==> src/rtl/pipe_control_unit.sv <==
// rtl/pipe_control_unit.sv - pipelined opcode decoder with load-use stall, flush bubbles and illegal-opcode counter
//
// Decodes the ID-stage opcode and carries the control bundle through the
// ID/EX, EX/MEM and MEM/WB registers.
//
// Ports:
//   clk, rst        rising-edge clock, asynchronous active-high reset
//   id_valid        ID stage holds a real instruction
//   id_opcode       ID-stage opcode
//   id_rs, id_rt    ID-stage register specifiers
//   flush           taken branch; kill the ID instruction this cycle
//   stall           load-use hazard, fetch/ID must hold (combinational)
//   ex_*            EX-stage control: reg_dst, alu_src, alu_op, beq, bne, rt
//   mem_*           MEM-stage control: read, write
//   wb_*            WB-stage control: reg_write, mem_to_reg
//   illegal_cnt     saturating count of unknown opcodes accepted into ID/EX
module pipe_control_unit #(
    parameter int OP_W    = 6,
    parameter int REG_W   = 5,
    parameter int ALUOP_W = 4,
    parameter int CNT_W   = 8
) (
    input  logic               clk,
    input  logic               rst,
    input  logic               id_valid,
    input  logic [OP_W-1:0]    id_opcode,
    input  logic [REG_W-1:0]   id_rs,
    input  logic [REG_W-1:0]   id_rt,
    input  logic               flush,
    output logic               stall,
    output logic               ex_reg_dst,
    output logic               ex_alu_src,
    output logic [ALUOP_W-1:0] ex_alu_op,
    output logic               ex_beq,
    output logic               ex_bne,
    output logic [REG_W-1:0]   ex_rt,
    output logic               mem_read,
    output logic               mem_write,
    output logic               wb_reg_write,
    output logic               wb_mem_to_reg,
    output logic [CNT_W-1:0]   illegal_cnt
);

    localparam logic [OP_W-1:0] OP_NOP  = OP_W'(6'h00);
    localparam logic [OP_W-1:0] OP_LW   = OP_W'(6'h12);
    localparam logic [OP_W-1:0] OP_SW   = OP_W'(6'h2b);
    localparam logic [OP_W-1:0] OP_R    = OP_W'(6'h03);
    localparam logic [OP_W-1:0] OP_ADDI = OP_W'(6'h09);
    localparam logic [OP_W-1:0] OP_ADDU = OP_W'(6'h08);
    localparam logic [OP_W-1:0] OP_ANDI = OP_W'(6'h0c);
    localparam logic [OP_W-1:0] OP_BEQ  = OP_W'(6'h05);
    localparam logic [OP_W-1:0] OP_BNE  = OP_W'(6'h04);

    // Decoded ID-stage bundle
    logic               decRegDst, decRegWrite, decMemToReg, decMemRead;
    logic               decMemWrite, decAluSrc, decBeq, decBne, decKnown;
    logic [ALUOP_W-1:0] decAluOp;

    // EX-stage fields that are not ports themselves
    logic exMemRead, exMemWrite, exRegWrite, exMemToReg;
    // MEM-stage fields headed for WB
    logic memRegWrite, memMemToReg;

    logic accept;

    always_comb begin
        decRegDst   = 1'b0;
        decRegWrite = 1'b0;
        decMemToReg = 1'b0;
        decMemRead  = 1'b0;
        decMemWrite = 1'b0;
        decAluSrc   = 1'b0;
        decAluOp    = '0;
        decBeq      = 1'b0;
        decBne      = 1'b0;
        decKnown    = 1'b1;
        case (id_opcode)
            OP_NOP:  ;
            OP_LW:   begin decRegWrite = 1'b1; decMemToReg = 1'b1; decMemRead = 1'b1; decAluSrc = 1'b1; end
            OP_SW:   begin decMemWrite = 1'b1; decAluSrc = 1'b1; end
            OP_R:    begin decRegDst = 1'b1; decRegWrite = 1'b1; decAluOp = ALUOP_W'(2); end
            OP_ADDI: begin decRegWrite = 1'b1; decAluSrc = 1'b1; end
            OP_ADDU: begin decRegWrite = 1'b1; decAluSrc = 1'b1; decAluOp = ALUOP_W'(1); end
            OP_ANDI: begin decRegWrite = 1'b1; decAluOp = ALUOP_W'(3); end
            OP_BEQ:  begin decAluOp = ALUOP_W'(4); decBeq = 1'b1; end
            OP_BNE:  begin decAluOp = ALUOP_W'(5); decBne = 1'b1; end
            default: decKnown = 1'b0;
        endcase
    end

    // r0 is never a real load destination, so it cannot create a hazard.
    assign stall = id_valid & exMemRead & (ex_rt != '0)
                 & ((id_rs == ex_rt) | (id_rt == ex_rt)) & ~flush;

    assign accept = id_valid & ~flush & ~stall;

    // ID/EX: anything not accepted (flush, stall, empty ID) becomes a bubble.
    always_ff @(posedge clk or posedge rst) begin
        if (rst) begin
            ex_reg_dst <= 1'b0;
            ex_alu_src <= 1'b0;
            ex_alu_op  <= '0;
            ex_beq     <= 1'b0;
            ex_bne     <= 1'b0;
            ex_rt      <= '0;
            exMemRead  <= 1'b0;
            exMemWrite <= 1'b0;
            exRegWrite <= 1'b0;
            exMemToReg <= 1'b0;
        end else if (accept && decKnown) begin
            ex_reg_dst <= decRegDst;
            ex_alu_src <= decAluSrc;
            ex_alu_op  <= decAluOp;
            ex_beq     <= decBeq;
            ex_bne     <= decBne;
            ex_rt      <= id_rt;
            exMemRead  <= decMemRead;
            exMemWrite <= decMemWrite;
            exRegWrite <= decRegWrite;
            exMemToReg <= decMemToReg;
        end else begin
            ex_reg_dst <= 1'b0;
            ex_alu_src <= 1'b0;
            ex_alu_op  <= '0;
            ex_beq     <= 1'b0;
            ex_bne     <= 1'b0;
            ex_rt      <= '0;
            exMemRead  <= 1'b0;
            exMemWrite <= 1'b0;
            exRegWrite <= 1'b0;
            exMemToReg <= 1'b0;
        end
    end

    // EX/MEM and MEM/WB free-run; a bubble simply propagates as zeros.
    always_ff @(posedge clk or posedge rst) begin
        if (rst) begin
            mem_read      <= 1'b0;
            mem_write     <= 1'b0;
            memRegWrite   <= 1'b0;
            memMemToReg   <= 1'b0;
            wb_reg_write  <= 1'b0;
            wb_mem_to_reg <= 1'b0;
        end else begin
            mem_read      <= exMemRead;
            mem_write     <= exMemWrite;
            memRegWrite   <= exRegWrite;
            memMemToReg   <= exMemToReg;
            wb_reg_write  <= memRegWrite;
            wb_mem_to_reg <= memMemToReg;
        end
    end

    always_ff @(posedge clk or posedge rst) begin
        if (rst) begin
            illegal_cnt <= '0;
        end else if (accept && !decKnown && (illegal_cnt != '1)) begin
            illegal_cnt <= illegal_cnt + 1'b1;
        end
    end

endmodule
==> config.mk <==
export PLATFORM = sky130hd
export DESIGN_NAME = pipe_control_unit
export DESIGN_NICKNAME = d
export VERILOG_FILES = /design/src/rtl/pipe_control_unit.sv
export SDC_FILE = /design/constraint.sdc
export NUM_CORES = 1
export LEC_CHECK = 0
export ABC_AREA = 1
export ABC_CLOCK_PERIOD_IN_PS = 1820
export BUFFER_PORTS_ARGS = -buffer_cell sky130_fd_sc_hd__buf_2
export CAP_MARGIN = 20
export CORE_UTILIZATION = 40
export CTS_CLUSTER_DIAMETER = 150
export CTS_CLUSTER_SIZE = 16
export DETAILED_ROUTE_END_ITERATION = 6
export PLACE_DENSITY = 0.75
export SYNTH_ARGS = -nofsm -noshare
export SYNTH_HDL_FRONTEND = slang
export SYNTH_SLANG_ARGS = --single-unit
export TNS_END_PERCENT = 20
==> constraint.sdc <==
create_clock -name clk -period 1.82 [get_ports clk]
set_clock_uncertainty 0.05 [all_clocks]
set_input_delay 0.091 -clock clk [delete_from_list [all_inputs] [get_ports clk]]
set_output_delay 0.091 -clock clk [all_outputs]
set_load 0.01 [all_outputs]
==> qor.txt <==
status: finished, final reports clean
CP endpoint kind: register
number of flip-flops in the largest register: 8
I/O pins: 46
Starting Density: 42.3%
number of fill cells: 363
final antenna-violating net count: 0
initial drt markers: 73
total negative slack: 0 ns
Overall Global Routing Usage: 16.1%
Die Area: 3800 um2
CTS tree: yes
Syn Inst Count: 179
Synth area leaders: dfrtp_1, nand2_1, inv_1
fin crit share: 88.7%
sequential share of power: 58.5%
Num CTS Buffers: 3
Final Slew Violations: 0
Hold WC Path Type: primary input to register
Synth area leader: dfrtp_1
# placed instances: 271
final setup fails: 0
Synth cell types: 21
combinational share of power: 22.7%
share of layout cells above drive strength 1: 25.2%
DP HPWL: 2.08 mm
CTS HTree Levels: 1
vias in the first global route: 1108
top cell type's share of synthesized area: 49.2%
Total Wirelength: 2.70 mm
Die Ht: 61.7 um
Diodes inserted: 0
Net Count, Synth: 200
Fmax: 0.619 GHz
Post-Layout Cell Count: 280
#FFs+latches synth: 28
Sink Count: 28
clock share of power: 18.9%
WP data required: 1.99 ns
first-pass GRT wire length: 4.53 mm
Reg with most FFs: illegal_cnt
VDD IR max: 317 uV
TritonRoute pass-1 iters: 2
Post-Syn Area: 1420 um2
core area: 3360 um2
clk slew on worst S/H paths: 0.14 ns
wire per inst: 9.65 um
chip width: 61.7 um
RePlAce Congestion: 0.820
cell row count: 21
Max Cap Viol: 0
biggest regs: illegal_cnt: 8 flops, ex_rt: 5 flops, ex_alu_op: 3 flops
Hold Violations, Final: 0
Mean Syn Cell Area: 7.95 um2
FF-to-FF setup slack: 0.20 ns
# Post-CTS Setup Buffers: 0
clock tree root buffer cell: clkbuf_4
P_int: 874 uW
via count: 1258
Switching Share: 30.0%
largest net degree at the start of global routing: 29
GRT overflow: 0
worst hold slack: 0.0269 ns
kind of critical path: register to register
crit path launch type: register
Synth warnings: 0
initial antenna violation count: 0
Clock Latency Late Sink: 0.31 ns
Crit path arrival time: 1.79 ns
most frequent cells in the layout: nand2_1, buf_2, inv_1, nor2_1, dfrtp_1
port bufs: 44
residual DRC count: 0
Bufs on Longest Clock Path: 2
post-layout instance area: 1800 um2
commonest non-fill, non-tap cell in the layout: nand2_1
pwr/cell area: 695 nW/um2
post-layout min period: 1.62 ns
P_sw: 375 uW
Nets: 257
RSZ-0062 raised after global routing: false
placed cell area: 1710 um2
Vias per Instance: 4.49
Layout area overhead: 26.3%
crit path max fanout: 7
register area share after synthesis: 49.2%
leakage: 0.00106 uW
repair_timing:
| action | in CTS | in global routing |
|---|---|---|
| hold endpoints to repair | 33 | 0 |
| hold buffers | 6 | 0 |
| endpoints found under the setup margin | 0 | 1 |
| gates resized for setup | 0 | 1 |
logic make-up after synthesis:
family / after synthesis / share of synthesized area [%]
other: 1 / 0.263
xor gates and xnor gates: 7 / 4.31
DFF: 28 / 49.2
and+or+nand+nor: 105 / 34.1
AOI/OAI and AO/OA: 6 / 2.28
adders and majority gates: 1 / 0.879
buffers and inverters: 31 / 8.96
cells in the mapped netlist:
library cell and count:
a21oi_1 3, a31oi_1 2, buf_4 1, buf_6 1
conb_1 1, dfrtp_1 28, ha_1 1, inv_1 28
inv_2 1, nand2_1 46, nand3_1 12, nand3b_4 1
nand4_1 12, nand4_2 1, nor2_1 28, nor2_2 2
nor2_4 2, nor3_1 1, o21ai_0 1, xnor2_1 5
xor2_1 2
power by group through the flow:
| stage | logic, uW | clock network (uW) | registers [uW] |
|---|---|---|---|
| after floorplan | 154 | 0 | 752 |
| after global placement | 275 | 0 | 742 |
| after detailed placement | 276 | 0 | 742 |
| after CTS | 286 | 247 | 729 |
| after global routing | 335 | 280 | 743 |
| final | 283 | 236 | 730 |
path summary, 6_finish.rpt:
check | start | to | cells after the start
min in group asynchronous | rst | illegal_cnt[6] | 4
min | id_opcode[2] | ex_alu_op[1] | 3
max reg2reg | illegal_cnt[0] | illegal_cnt[0] | 9
max | illegal_cnt[0] | illegal_cnt[0] | 9
min reg2reg | exRegWrite | memRegWrite | 0
max in group asynchronous | rst | ex_alu_op[2] | 4
through the flow:
stage | power [uW] | setup WS [ns] | util [%]
floorplan | 906 | 0.248 | -
CTS | 1260 | 0.139 | 53.4
finish | 1250 | 0.205 | 53.5
global placement | 1020 | 0.250 | 50.9
global route | 1360 | 0.00108 | 53.5
detailed placement | 1020 | 0.233 | 50.9
routing by layer:
metal	vias to the layer above	wire, um	global-route usage [%]
met5	-	0	0
met4	0	20	4.76
met2	26	1230	25.5
met1	561	1350	23.0
met3	2	104	2.31
li1	669	-	-
final cells by class:
cell class / count / area [um2] / share of cell area [%]
flip-flops and latches: 28 / 701 / 39.0
multi-input cells: 120 / 598 / 33.3
repair buffers: 54 / 310 / 17.3
inverters: 29 / 109 / 6.05
well taps: 46 / 57.6 / 3.20
clock buffers: 3 / 22.5 / 1.25
worst max-delay path, cell delays in order (launching register included):
cell	delay, ns
dfrtp_1	0.45
ha_1	0.19
nand2_1	0.05
inv_1	0.09
nand4_1	0.12
nor2_1	0.14
nand2_1	0.10
buf_4	0.17
nand4_1	0.10
nand2_1	0.05
(Power assumes the default switching activity.)
